## src/rtl/bicintp_ctrl.sv

```systemverilog
// bicintp_ctrl: frame sequencer for the bicubic datapath. Walks the destination
// raster in 12.8 fixed point, issues 4x4 line-buffer taps plus coefficient ROM
// reads per pixel, and emits intp_enb in unbroken 4-cycle groups.
module bicintp_ctrl #(
  parameter int AW = 12,
  parameter int PB = 6
) (
  input  logic          sys_clk,
  input  logic          sys_rst,
  input  logic          start,
  input  logic [AW-1:0] cfg_src_w,
  input  logic [AW-1:0] cfg_src_h,
  input  logic [AW-1:0] cfg_dst_w,
  input  logic [AW-1:0] cfg_dst_h,
  input  logic [15:0]   cfg_step_x,
  input  logic [15:0]   cfg_step_y,
  input  logic [AW-1:0] line_avail,
  input  logic          out_afull,
  output logic          busy,
  output logic          frame_done,
  output logic [PB-1:0] coef_phase,
  output logic [1:0]    coef_tap,
  input  logic [7:0]    coef_w,
  output logic          ram_rd_en,
  output logic [AW-1:0] ram_col,
  output logic [AW-1:0] ram_row_0,
  output logic [AW-1:0] ram_row_1,
  output logic [AW-1:0] ram_row_2,
  output logic [AW-1:0] ram_row_3,
  output logic          intp_enb,
  output logic [7:0]    w_x,
  output logic [7:0]    w_y_0,
  output logic [7:0]    w_y_1,
  output logic [7:0]    w_y_2,
  output logic [7:0]    w_y_3
);

  typedef enum logic [2:0] {
    S_IDLE, S_ROW_WAIT, S_WY_LOAD, S_PIX_CHK, S_PIX_RUN, S_ROW_END, S_DONE
  } state_t;

  localparam logic signed [AW+1:0] ONE = {{(AW+1){1'b0}}, 1'b1};

  state_t        state, state_nx;
  logic [AW-1:0] src_w_r, src_h_r, dst_w_r, dst_h_r;
  logic [15:0]   step_x_r, step_y_r;
  logic [AW+7:0] sx, sy;
  logic [AW-1:0] ox, oy;
  logic [1:0]    tap;
  logic          wy_ld_v;
  logic [1:0]    wy_ld_k;
  logic          cfg_load, pix_adv, row_adv;

  logic [AW-1:0] x_int, y_int;
  logic [PB-1:0] ph_x, ph_y;
  logic [AW:0]   y_plus2, h_minus1, need_row;
  logic          rows_ready, last_px, last_row;
  logic          unused_frac;

  assign x_int = sx[AW+7:8];
  assign y_int = sy[AW+7:8];
  assign ph_x  = sx[7 -: PB];
  assign ph_y  = sy[7 -: PB];
  assign unused_frac = ^{sx[7-PB:0], sy[7-PB:0]};

  // Row k of the window needs source row min(y_int+2, src_h-1) to be present.
  assign y_plus2    = {1'b0, y_int} + {{(AW-1){1'b0}}, 2'b10};
  assign h_minus1   = {1'b0, src_h_r} - {{AW{1'b0}}, 1'b1};
  assign need_row   = (y_plus2 < h_minus1) ? y_plus2 : h_minus1;
  assign rows_ready = ({1'b0, line_avail} > need_row);
  assign last_px    = (ox == dst_w_r - {{(AW-1){1'b0}}, 1'b1});
  assign last_row   = (oy == dst_h_r - {{(AW-1){1'b0}}, 1'b1});

  // ROM data is already registered by the ROM, so it lines up with intp_enb.
  assign w_x = intp_enb ? coef_w : '0;

  // Clamp base-1+off into [0, size-1] using a signed compare.
  function automatic logic [AW-1:0] clamp_tap(input logic [AW-1:0] base,
                                              input logic [1:0]    off,
                                              input logic [AW-1:0] size);
    logic signed [AW+1:0] pos, lim;
    pos = $signed({2'b00, base}) + $signed({{AW{1'b0}}, off}) - ONE;
    lim = $signed({2'b00, size}) - ONE;
    if (pos[AW+1])       clamp_tap = '0;
    else if (pos > lim)  clamp_tap = lim[AW-1:0];
    else                 clamp_tap = pos[AW-1:0];
  endfunction

  // State register.
  always_ff @(posedge sys_clk or posedge sys_rst) begin
    if (sys_rst) state <= S_IDLE;
    else         state <= state_nx;
  end

  // Next-state decode, tap issue outputs and datapath strobes.
  always_comb begin
    state_nx   = state;
    cfg_load   = 1'b0;
    pix_adv    = 1'b0;
    row_adv    = 1'b0;
    ram_rd_en  = 1'b0;
    coef_phase = '0;
    coef_tap   = '0;
    ram_col    = '0;
    ram_row_0  = '0;
    ram_row_1  = '0;
    ram_row_2  = '0;
    ram_row_3  = '0;
    case (state)
      S_IDLE: begin
        if (start) begin
          cfg_load = 1'b1;
          state_nx = (cfg_dst_w == '0 || cfg_dst_h == '0) ? S_DONE : S_ROW_WAIT;
        end
      end
      S_ROW_WAIT: if (rows_ready) state_nx = S_WY_LOAD;
      S_WY_LOAD: begin
        coef_phase = ph_y;
        coef_tap   = tap;
        if (tap == 2'd3) state_nx = S_PIX_CHK;
      end
      S_PIX_CHK: if (!out_afull) state_nx = S_PIX_RUN;
      S_PIX_RUN: begin
        ram_rd_en  = 1'b1;
        coef_phase = ph_x;
        coef_tap   = tap;
        ram_col    = clamp_tap(x_int, tap, src_w_r);
        ram_row_0  = clamp_tap(y_int, 2'd0, src_h_r);
        ram_row_1  = clamp_tap(y_int, 2'd1, src_h_r);
        ram_row_2  = clamp_tap(y_int, 2'd2, src_h_r);
        ram_row_3  = clamp_tap(y_int, 2'd3, src_h_r);
        if (tap == 2'd3) begin
          pix_adv = 1'b1;
          if (last_px)        state_nx = S_ROW_END;
          else if (out_afull) state_nx = S_PIX_CHK;
        end
      end
      S_ROW_END: begin
        row_adv  = 1'b1;
        state_nx = last_row ? S_DONE : S_ROW_WAIT;
      end
      S_DONE:  state_nx = S_IDLE;
      default: state_nx = S_IDLE;
    endcase
  end

  // Config latch, coordinate accumulators, tap counter, weights and flags.
  always_ff @(posedge sys_clk or posedge sys_rst) begin
    if (sys_rst) begin
      src_w_r <= '0; src_h_r <= '0; dst_w_r <= '0; dst_h_r <= '0;
      step_x_r <= '0; step_y_r <= '0;
      sx <= '0; sy <= '0; ox <= '0; oy <= '0;
      tap <= '0; wy_ld_v <= 1'b0; wy_ld_k <= '0;
      w_y_0 <= '0; w_y_1 <= '0; w_y_2 <= '0; w_y_3 <= '0;
      intp_enb <= 1'b0; busy <= 1'b0; frame_done <= 1'b0;
    end else begin
      // Tap wraps 3->0, so back-to-back pixels need no extra reload.
      if (state == S_WY_LOAD || state == S_PIX_RUN) tap <= tap + 2'd1;
      else                                          tap <= '0;
      if (cfg_load) begin
        src_w_r  <= cfg_src_w;  src_h_r  <= cfg_src_h;
        dst_w_r  <= cfg_dst_w;  dst_h_r  <= cfg_dst_h;
        step_x_r <= cfg_step_x; step_y_r <= cfg_step_y;
        sx <= '0; sy <= '0; ox <= '0; oy <= '0;
      end
      if (pix_adv) begin
        sx <= sx + {{(AW-8){1'b0}}, step_x_r};
        ox <= ox + {{(AW-1){1'b0}}, 1'b1};
      end
      if (row_adv) begin
        sy <= sy + {{(AW-8){1'b0}}, step_y_r};
        oy <= oy + {{(AW-1){1'b0}}, 1'b1};
        sx <= '0;
        ox <= '0;
      end
      wy_ld_v <= (state == S_WY_LOAD);
      wy_ld_k <= tap;
      if (wy_ld_v) begin
        case (wy_ld_k)
          2'd0:    w_y_0 <= coef_w;
          2'd1:    w_y_1 <= coef_w;
          2'd2:    w_y_2 <= coef_w;
          default: w_y_3 <= coef_w;
        endcase
      end
      intp_enb   <= ram_rd_en;
      frame_done <= (state == S_DONE);
      if (cfg_load)             busy <= 1'b1;
      else if (state == S_DONE) busy <= 1'b0;
    end
  end

endmodule

```

## config.mk

```make
export PLATFORM = sky130hd
export DESIGN_NAME = bicintp_ctrl
export DESIGN_NICKNAME = d
export VERILOG_FILES = /design/src/rtl/bicintp_ctrl.sv
export SDC_FILE = /design/constraint.sdc
export NUM_CORES = 1
export LEC_CHECK = 0
export CAP_MARGIN = 5
export CORE_ASPECT_RATIO = 2
export CORE_MARGIN = 5
export CORE_UTILIZATION = 56
export DETAILED_ROUTE_END_ITERATION = 7
export GPL_ROUTABILITY_DRIVEN = 0
export PLACE_DENSITY = 0.82
export SLEW_MARGIN = 20
export SYNTH_ARGS = -nofsm -noshare
export SYNTH_HDL_FRONTEND = slang
export SYNTH_SLANG_ARGS = --single-unit
```

## constraint.sdc

```tcl
create_clock -name sys_clk -period 8.57 [get_ports sys_clk]
set_input_delay 1.714 -clock sys_clk [delete_from_list [all_inputs] [get_ports sys_clk]]
set_output_delay 1.714 -clock sys_clk [all_outputs]
set_load 0.02 [all_outputs]
```

Yosys cells after proc, flatten, opt, wreduce, memory -nomap -nowiden
Index checks and enable logic that the tools add are counted.
{"block": "op_classes", "n_addsub": 20, "mul": 0, "div_mod_pow": 0, "magnitude_cmp": 7, "n_eq_ne": 17, "shift": 0, "n_mux": 46, "bitwise": 1, "n_reduce_logical": 16}
{"operator": "$mux 12", "n": 19}
{"operator": "$mux 20", "n": 4}
{"operator": "$gt 14x13->1", "n": 4}
{"operator": "$sub 13x1->14 const B", "n": 4}
{"operator": "$sub 12x1->13 const B", "n": 4}
{"operator": "$add 20x16->20", "n": 2}
{"operator": "$add 12x2->13 const B", "n": 3}
{"operator": "$mux 3", "n": 9}
{"operator": "$add 12x1->12 const B", "n": 2}
{"operator": "$eq 12x12->1", "n": 2}
{"operator": "$logic_not 12->1", "n": 2}
{"operator": "$sub 12x1->12 const B", "n": 2}
{"operator": "$pmux 3 s6", "n": 1}
{"operator": "$add 12x1->13 const B", "n": 1}
{"operator": "$add 12x2->13", "n": 1}
{"operator": "$gt 12x13->1", "n": 1}
{"operator": "$gt 13x13->1", "n": 1}
{"operator": "$lt 13x13->1", "n": 1}
{"operator": "$mux 13", "n": 1}
{"operator": "$pmux 6 s2", "n": 1}
{"operator": "$ne 2x2->1 const B", "n": 5}
{"operator": "$eq 3x3->1 const B", "n": 3}
{"operator": "$mux 1", "n": 8}
{"operator": "$mux 8", "n": 1}
{"operator": "other kinds (17)", "n": 25}
{"block": "word_totals", "ff_bits": 187, "latch_bits": 0, "mem_bits_rw": 0, "rom_bits": 0, "out_inout_bits": 112, "word_cells": 128, "mem_count": 0}

Logic depth before layout (Yosys ltp)
Gate-level depths: netlist of the first run.
{"block": "logic_depth", "depth_word": 6, "depth_mapped": 27, "ltp_nobuf": 26}

Worst setup path after synthesis of the first run
OpenSTA, ideal clock, no wires.
{"block": "synth_timing", "path_type": "register to output", "startpoint": "register tap[1]", "endpoint": "output ram_col[11]", "arrival_ns": 4.602, "required_time_ns": 6.856, "path_slack_ns": 2.254, "path_stages_with_launch": 23, "n_path_buf": 1, "cell_sequence": "dfrtp_1 > inv_1 > ha_1 > inv_1 > ha_1 > fa_1 > a21o_1 > a21oi_1 > o21bai_1 > a21oi_1 > o21bai_1 > a21o_1 > a211oi_1 > ha_1 > and3_1 > and3_1 > and3_1 > nand3_1 > o21ai_0 > a21oi_1 > clkbuf_1 > nor2_1 > a211oi_1"}
{"block": "synth_between", "elab_chain_len": 6}
{"element": "start: declaration", "line_no": "49", "source": "logic [1:0] tap;"}
{"element": "start signal: assignment", "line_no": "158", "source": "if (state == S_WY_LOAD || state == S_PIX_RUN) tap <= tap + 2'd1;"}
{"element": "$add 12x2->13 *", "line_no": "82", "source": "pos = $signed({2'b00, base}) + $signed({{AW{1'b0}}, off}) - ONE;"}
{"element": "$sub 13x1->14 *", "line_no": "82"}
{"element": "$gt 14x13->1", "line_no": "85", "source": "else if (pos > lim) clamp_tap = lim[AW-1:0];"}
{"element": "$mux 12", "line_no": "85"}
{"element": "$mux 12 *", "line_no": "84", "source": "if (pos[AW+1]) clamp_tap = '0;"}
{"element": "$mux 12 *", "line_no": "109", "source": "case (state)"}
{"element": "end: declaration", "line_no": "25", "source": "output logic [AW-1:0] ram_col,"}
Every way passes the cells marked *; elsewhere a longest branch is shown, timed or not.

Worst setup path after layout of the first run
{"block": "layout_timing", "startpoint": "register tap[1]", "endpoint": "output ram_col[3]"}
The elaborated chain is that of the path after synthesis.

==> results.yml, run 1 <==
finish:
  final-instance-count-excl-fill: 2213
  syn2layout_area_growth_pct: 20.7
  finalNetCount: 2091
  drive_above_1_share_pct: 6.39
  fill_cells: 2027
  ff_latch_area_um2: 4680
  multi_input_area_um2: 9070
  num_antenna_cells: 0
floorplan:
  rows: 82
  die_width_um: 123
  die_y_um: 236
  coreArea_um2: 25100
  start_util_pct: 57.0
  ios: 216
  die-area_um2: 29100
sta:
  period_minus_slack_ns: 7.48
  fmax_ghz: 0.134
  relSlewSlack_pct: 22.1
  rsz0062_at_grt: "false"
  max_slew.worst_pin.slew_ns: 1.14
  timing.final.setup_violations: 0
  fin_hold_ws_ns: 0.404
  final_max_slew_viol_count: 0
  fin_crit_sh_pct: 87.3
  hold_violations: 0
  clock_skew_ns: 0.0102
  fin_tns_setup_ns: 0
route:
  first_pass_iters: 6
  ant_nets: 0
  viasPerCell: 6.05
  wl_per_cell_um: 20.0
  vias: 13400
  drt_first_iter_violations: 1136
  drc: 0
  wirelength_um: 44300
clocking:
  cts_made_buffers: 17
  cts_max_level: 4
  clk_latency_ns: 0.45
  clock_sinks: 187
  post_cts_resized: 0
  cts-root-buf: "clkbuf_16"
  cts_hold_buf: 0
  cts.clk_slew.worst_paths_ns: 0.07
  postCtsSetupBuffers: 0
  cts.path.max_buffers: 2
  cts_tree: "yes"
power:
  peakVddDrop_mv: 0.279
  p_per_area_nw_per_um2: 377
  power.static_leakage_uw: 0.00798
worst_hold_path:
  hold_class: "reg2reg"
logic_synthesis:
  synth_nets: 1915
  synth_seq_cells: 187
  synth_area_leader_cell: "dfrtp_1"
  synth_edf_count: 0
  ys_seq_area_share_pct: 32.7
  syn_area_um2: 14300
  ys.flop_type: "dfrtp_1"
  synth.distinct_cells: 96
  synth.most_common_cell: "nand2_1"
  yosys.area.top_type_share_pct: 32.7
  syn_inst: 1688
  syn_area_per_cell_um2: 8.49
  synth-async-reset-ratio_pct: 100
  yosys_warnings: 0
  synthTopCellsByArea: "dfrtp_1, ha_1, nand2_1"
  ys_top_cells_by_count: "nand2_1, dfrtp_1, ha_1, nor2_1, o21ai_0"
placement:
  dp_hpwl_um: 33300
  dp_cells: 2181
  io_buffer_count: 215
grt:
  grt_first_pass_wirelength_um: 69400
  grt_max_degree: 125
  grt_overflow: 0
  antenna_found_initial: 0
  grt_pass1_vias: 13700
  track_usage_pct: 30.7
flow_run:
  drv_cap: 0
critical_path:
  end_kind: "primary output"
  cp-start-kind: "flip-flop"
  worst_ep_required_time_ns: 6.86
  cp_max_fo: 23
  worst-setup-path-type: "reg2out"
  arrival_ns: 5.77
status:
  status: "completed"
==> state kept, by name (all words and copies together), names as in the netlist, 16 cells and up <==
name	count
sy	20
step_x_r	16
sx	20
step_y_r	16
==> placed cells by master (no fill, tap or decap), drive strengths merged, types with 30 or more instances in the layout <==
master / synthesis / routed
xor2: 58 / 58
inv: 71 / 80
mux2: 33 / 33
mux2i: 50 / 50
ha: 120 / 120
o21ai: 79 / 79
dfrtp: 187 / 187
clkdlybuf4s50: 0 / 215
nand3: 71 / 71
a21oi: 61 / 61
a211oi: 30 / 30
nand2: 351 / 351
nor3: 36 / 36
nor2: 99 / 99
xnor2: 59 / 59
==> cell families (layout without fill, tap and decap cells) <==
kind of cell	count (synthesis)	in the layout	share of synthesized area, %
AND/OR/NAND/NOR	711	711	23.5
multiplexers	83	83	6.09
flip-flops	187	187	32.7
XOR/XNOR	118	118	7.37
AO/OA/AOI/OAI	314	314	14.9
adder cells (fa/ha/maj)	129	129	11.3
buffers and inverters	146	335	4.18
==> area by class of cell <==
class | count | share of cell area (%)
sequential | 187 | 27.1
clock inverter | 13 | 0.724
clock buffer | 19 | 2.56
multi-input combinational | 1355 | 52.5
timing repair buffer | 231 | 13.1
tap | 336 | 2.43
inverter | 72 | 1.61
==> worst paths after layout <==
kind / cells after the start / slack, ns / start / to
max: 24 / 1.09 / tap[1] / ram_col[3]
min: 0 / 0.40 / tap[1] / wy_ld_k[1]
max reg2reg: 24 / 1.43 / src_h_r[0] / state[0]
min reg2reg: 0 / 0.40 / tap[1] / wy_ld_k[1]
max in group asynchronous: 3 / 5.34 / sys_rst / ox[9]
min in group asynchronous: 2 / 1.85 / sys_rst / w_y_3[6]
==> worst max-delay path: stages, from the launching register on <==
cell and delay (ns):
dfrtp_1 0.37, inv_1 0.07, ha_1 0.27, inv_1 0.04, ha_1 0.21, a21o_1 0.18, a21oi_1 0.21, o21bai_1 0.10
a21oi_1 0.24, o21bai_1 0.12, a211oi_1 0.40, nor2_1 0.10, o41ai_1 0.34, xnor2_1 0.20, ha_1 0.28, and3_1 0.16
and3_1 0.20, and3_1 0.19, nand3_1 0.08, o21ai_0 0.11, a21oi_1 0.16, buf_4 0.28, nor2_1 0.08, a211oi_1 0.27
clkdlybuf4s50_1 0.66
==> per-layer routing <==
layer,wire [um],global-route usage (%),up-vias
li1,-,-,6274
met1,14800,30.3,6374
met2,23600,55.5,549
met3,2550,6.19,201
met4,3350,21.2,0
met5,0,0,-
==> stage by stage <==
stage	area (um2)	worst slack [ns]	util (%)	power, uW
floorplan	14300	1.77	-	4350
CTS	17300	1.09	68.8	6390
finish	17300	1.09	68.8	6520
global route	17300	0.659	68.8	6940
global placement	16700	1.86	66.5	5430
detailed placement	16700	1.61	66.5	5590
==> report_power, final <==
part           leakage, uW  internal [uW]  switching [uW]
sequential         0.00240           1180             383
clock             0.000277            393             388
combinational      0.00530           1680            2490
total              0.00798           3260            3260
Note: power is estimated with default switching activity, not from simulation.
==> run 2, diff against run 1 <==
- CORE_MARGIN: 5 -> 4
==> run 2 against run 1 <==
Maximum frequency rose by 1.3%. Sequential cell count unchanged. Utilization barely moved. First-iteration DRC count is 14% lower. Cell count up 0.23%. Final area barely moved. Die area fell by 2.5%. Non-clock buffer count up 3. Sequential power about the same. Worst setup slack gained 0.096 ns. Combinational power shrank 1%.
==> results.yml, run 2 (same netlist as run 1, synthesis figures left out) <==
sta:
  rsz0062_at_grt: "false"
  timing.final.setup_violations: 0
  clock_skew_ns: 0.00936
  max_slew.worst_pin.slew_ns: 1.08
  fin_tns_setup_ns: 0
  final_max_slew_viol_count: 0
  hold_violations: 0
  period_minus_slack_ns: 7.39
  relSlewSlack_pct: 25.9
  fmax_ghz: 0.135
  fin_crit_sh_pct: 86.2
clocking:
  cts_tree: "yes"
  cts_made_buffers: 17
  postCtsSetupBuffers: 0
  cts_hold_buf: 0
  cts-root-buf: "clkbuf_16"
  cts.path.max_buffers: 2
  clock_sinks: 187
  post_cts_resized: 0
  clk_latency_ns: 0.45
  cts_max_level: 4
  cts.clk_slew.worst_paths_ns: 0.07
grt:
  grt_pass1_vias: 13500
  antenna_found_initial: 1
  track_usage_pct: 30.7
  grt_max_degree: 107
  grt_first_pass_wirelength_um: 68600
  grt_overflow: 0
critical_path:
  cp_max_fo: 11
  cpMaxStageDelayCell: "a221oi_4"
  arrival_ns: 5.67
  worst_ep_required_time_ns: 6.86
  cp_slowest_stage_delay_ns: 0.71
  end_kind: "primary output"
  cp-start-kind: "flip-flop"
  crit_chain: "inv_1, ha_1, or4b_4, nand2_1, inv_1, ha_1, a21oi_1, a21boi_0, o31a_1, a2111oi_1, nor4_2, maj3_2, o32a_1, a221oi_4, mux2i_1, clkdlybuf4s50_1"
  path_buf_inv: 3
  critPathTopFamily: "compound AO/OA/AOI/OAI gates"
  worst-setup-path-type: "reg2out"
placement:
  dp_cells: 2184
  io_buffer_count: 215
  dp_hpwl_um: 33100
finish:
  final_cell_mix: "nand2_1, clkdlybuf4s50_1, dfrtp_1, ha_1, nor2_1"
  final_common_cell: "nand2_1"
  finalNetCount: 2094
  reg.largest.list: "sx (20), sy (20)"
  drive_above_1_share_pct: 6.54
  final-instance-count-excl-fill: 2218
  syn2layout_area_growth_pct: 20.7
floorplan:
  start_util_pct: 57.0
  die_width_um: 121
  die_y_um: 234
  rows: 82
  die-area_um2: 28400
  ios: 216
  coreArea_um2: 25100
route:
  wl_per_cell_um: 19.5
  wirelength_um: 43300
  first_pass_iters: 8
  drt_first_iter_violations: 980
  ant_nets: 0
  vias: 13400
  viasPerCell: 6.03
  drc: 0
power:
  peakVddDrop_mv: 0.205
  power.static_leakage_uw: 0.00799
  p_per_area_nw_per_um2: 373
flow_run:
  drv_cap: 0
worst_hold_path:
  hold_class: "reg2reg"
status:
  status: "completed"
[run 2: worst register-to-register path: stages, from the launching register on]
cell and delay, ns:
dfrtp_1 0.40, inv_1 0.09, ha_1 0.21, xor2_1 0.61, inv_1 0.26, ha_1 0.39, and4b_1 0.19, a211oi_1 0.36
o21ai_0 0.25, maj3_1 0.51, a311oi_1 0.38, nor3_1 0.14, a211oi_2 0.33, buf_4 0.33, o21ai_1 0.10, ha_1 0.29
nor2b_1 0.13, o21a_1 0.12, o21a_1 0.16, o21bai_1 0.08, a21oi_1 0.31, o221ai_1 0.22, a2111o_1 0.46, o2111a_1 0.18
a221o_1 0.26
[run 2: path summary, 6_finish.rpt]
path	from	to	slack (ns)	depth (start not counted)
max	src_h_r[1]	ram_row_1[5]	1.18	16
min	tap[1]	wy_ld_k[1]	0.40	0
max reg2reg	src_h_r[1]	state[0]	1.72	24
min reg2reg	tap[1]	wy_ld_k[1]	0.40	0
max in group asynchronous	sys_rst	step_x_r[2]	5.39	3
min in group asynchronous	sys_rst	step_y_r[5]	1.80	2
[run 2: per-layer routing]
layer  share of wire, %  wire length [um]  track usage, %
met1                 33             14400            29.7
met2                 54             23200            57.3
met3                5.1              2210            5.50
met4                8.1              3530            22.4
met5                  0                 0               0
[run 2: cell type report]
class | count | area, um2
diodes | 2 | 5.00
multi-input cells | 1355 | 9060
clock buffers | 17 | 425
fillers | 2001 | 7850
clock inverters | 15 | 125
flip-flops and latches | 187 | 4680
repair buffers | 234 | 2300
well taps | 336 | 420
inverters | 72 | 275
[run 2: per-stage QoR]
| step | setup WS (ns) | area (um2) | utilization, % | hold slack [ns] | total power (uW) |
|---|---|---|---|---|---|
| after floorplan | 1.77 | 14300 | - | 0.378 | 4350 |
| after global placement | 1.86 | 16700 | 66.6 | 0.383 | 5440 |
| after detailed placement | 1.71 | 16700 | 66.6 | 0.390 | 5580 |
| after CTS | 1.21 | 17300 | 68.7 | 0.401 | 6360 |
| after global routing | 0.746 | 17300 | 68.8 | 0.419 | 6910 |
| final | 1.18 | 17300 | 68.8 | 0.398 | 6440 |
[run 2: power breakdown]
| group | switching (uW) | internal [uW] |
|---|---|---|
| logic | 2430 | 1680 |
| clock network | 380 | 381 |
| registers | 384 | 1180 |
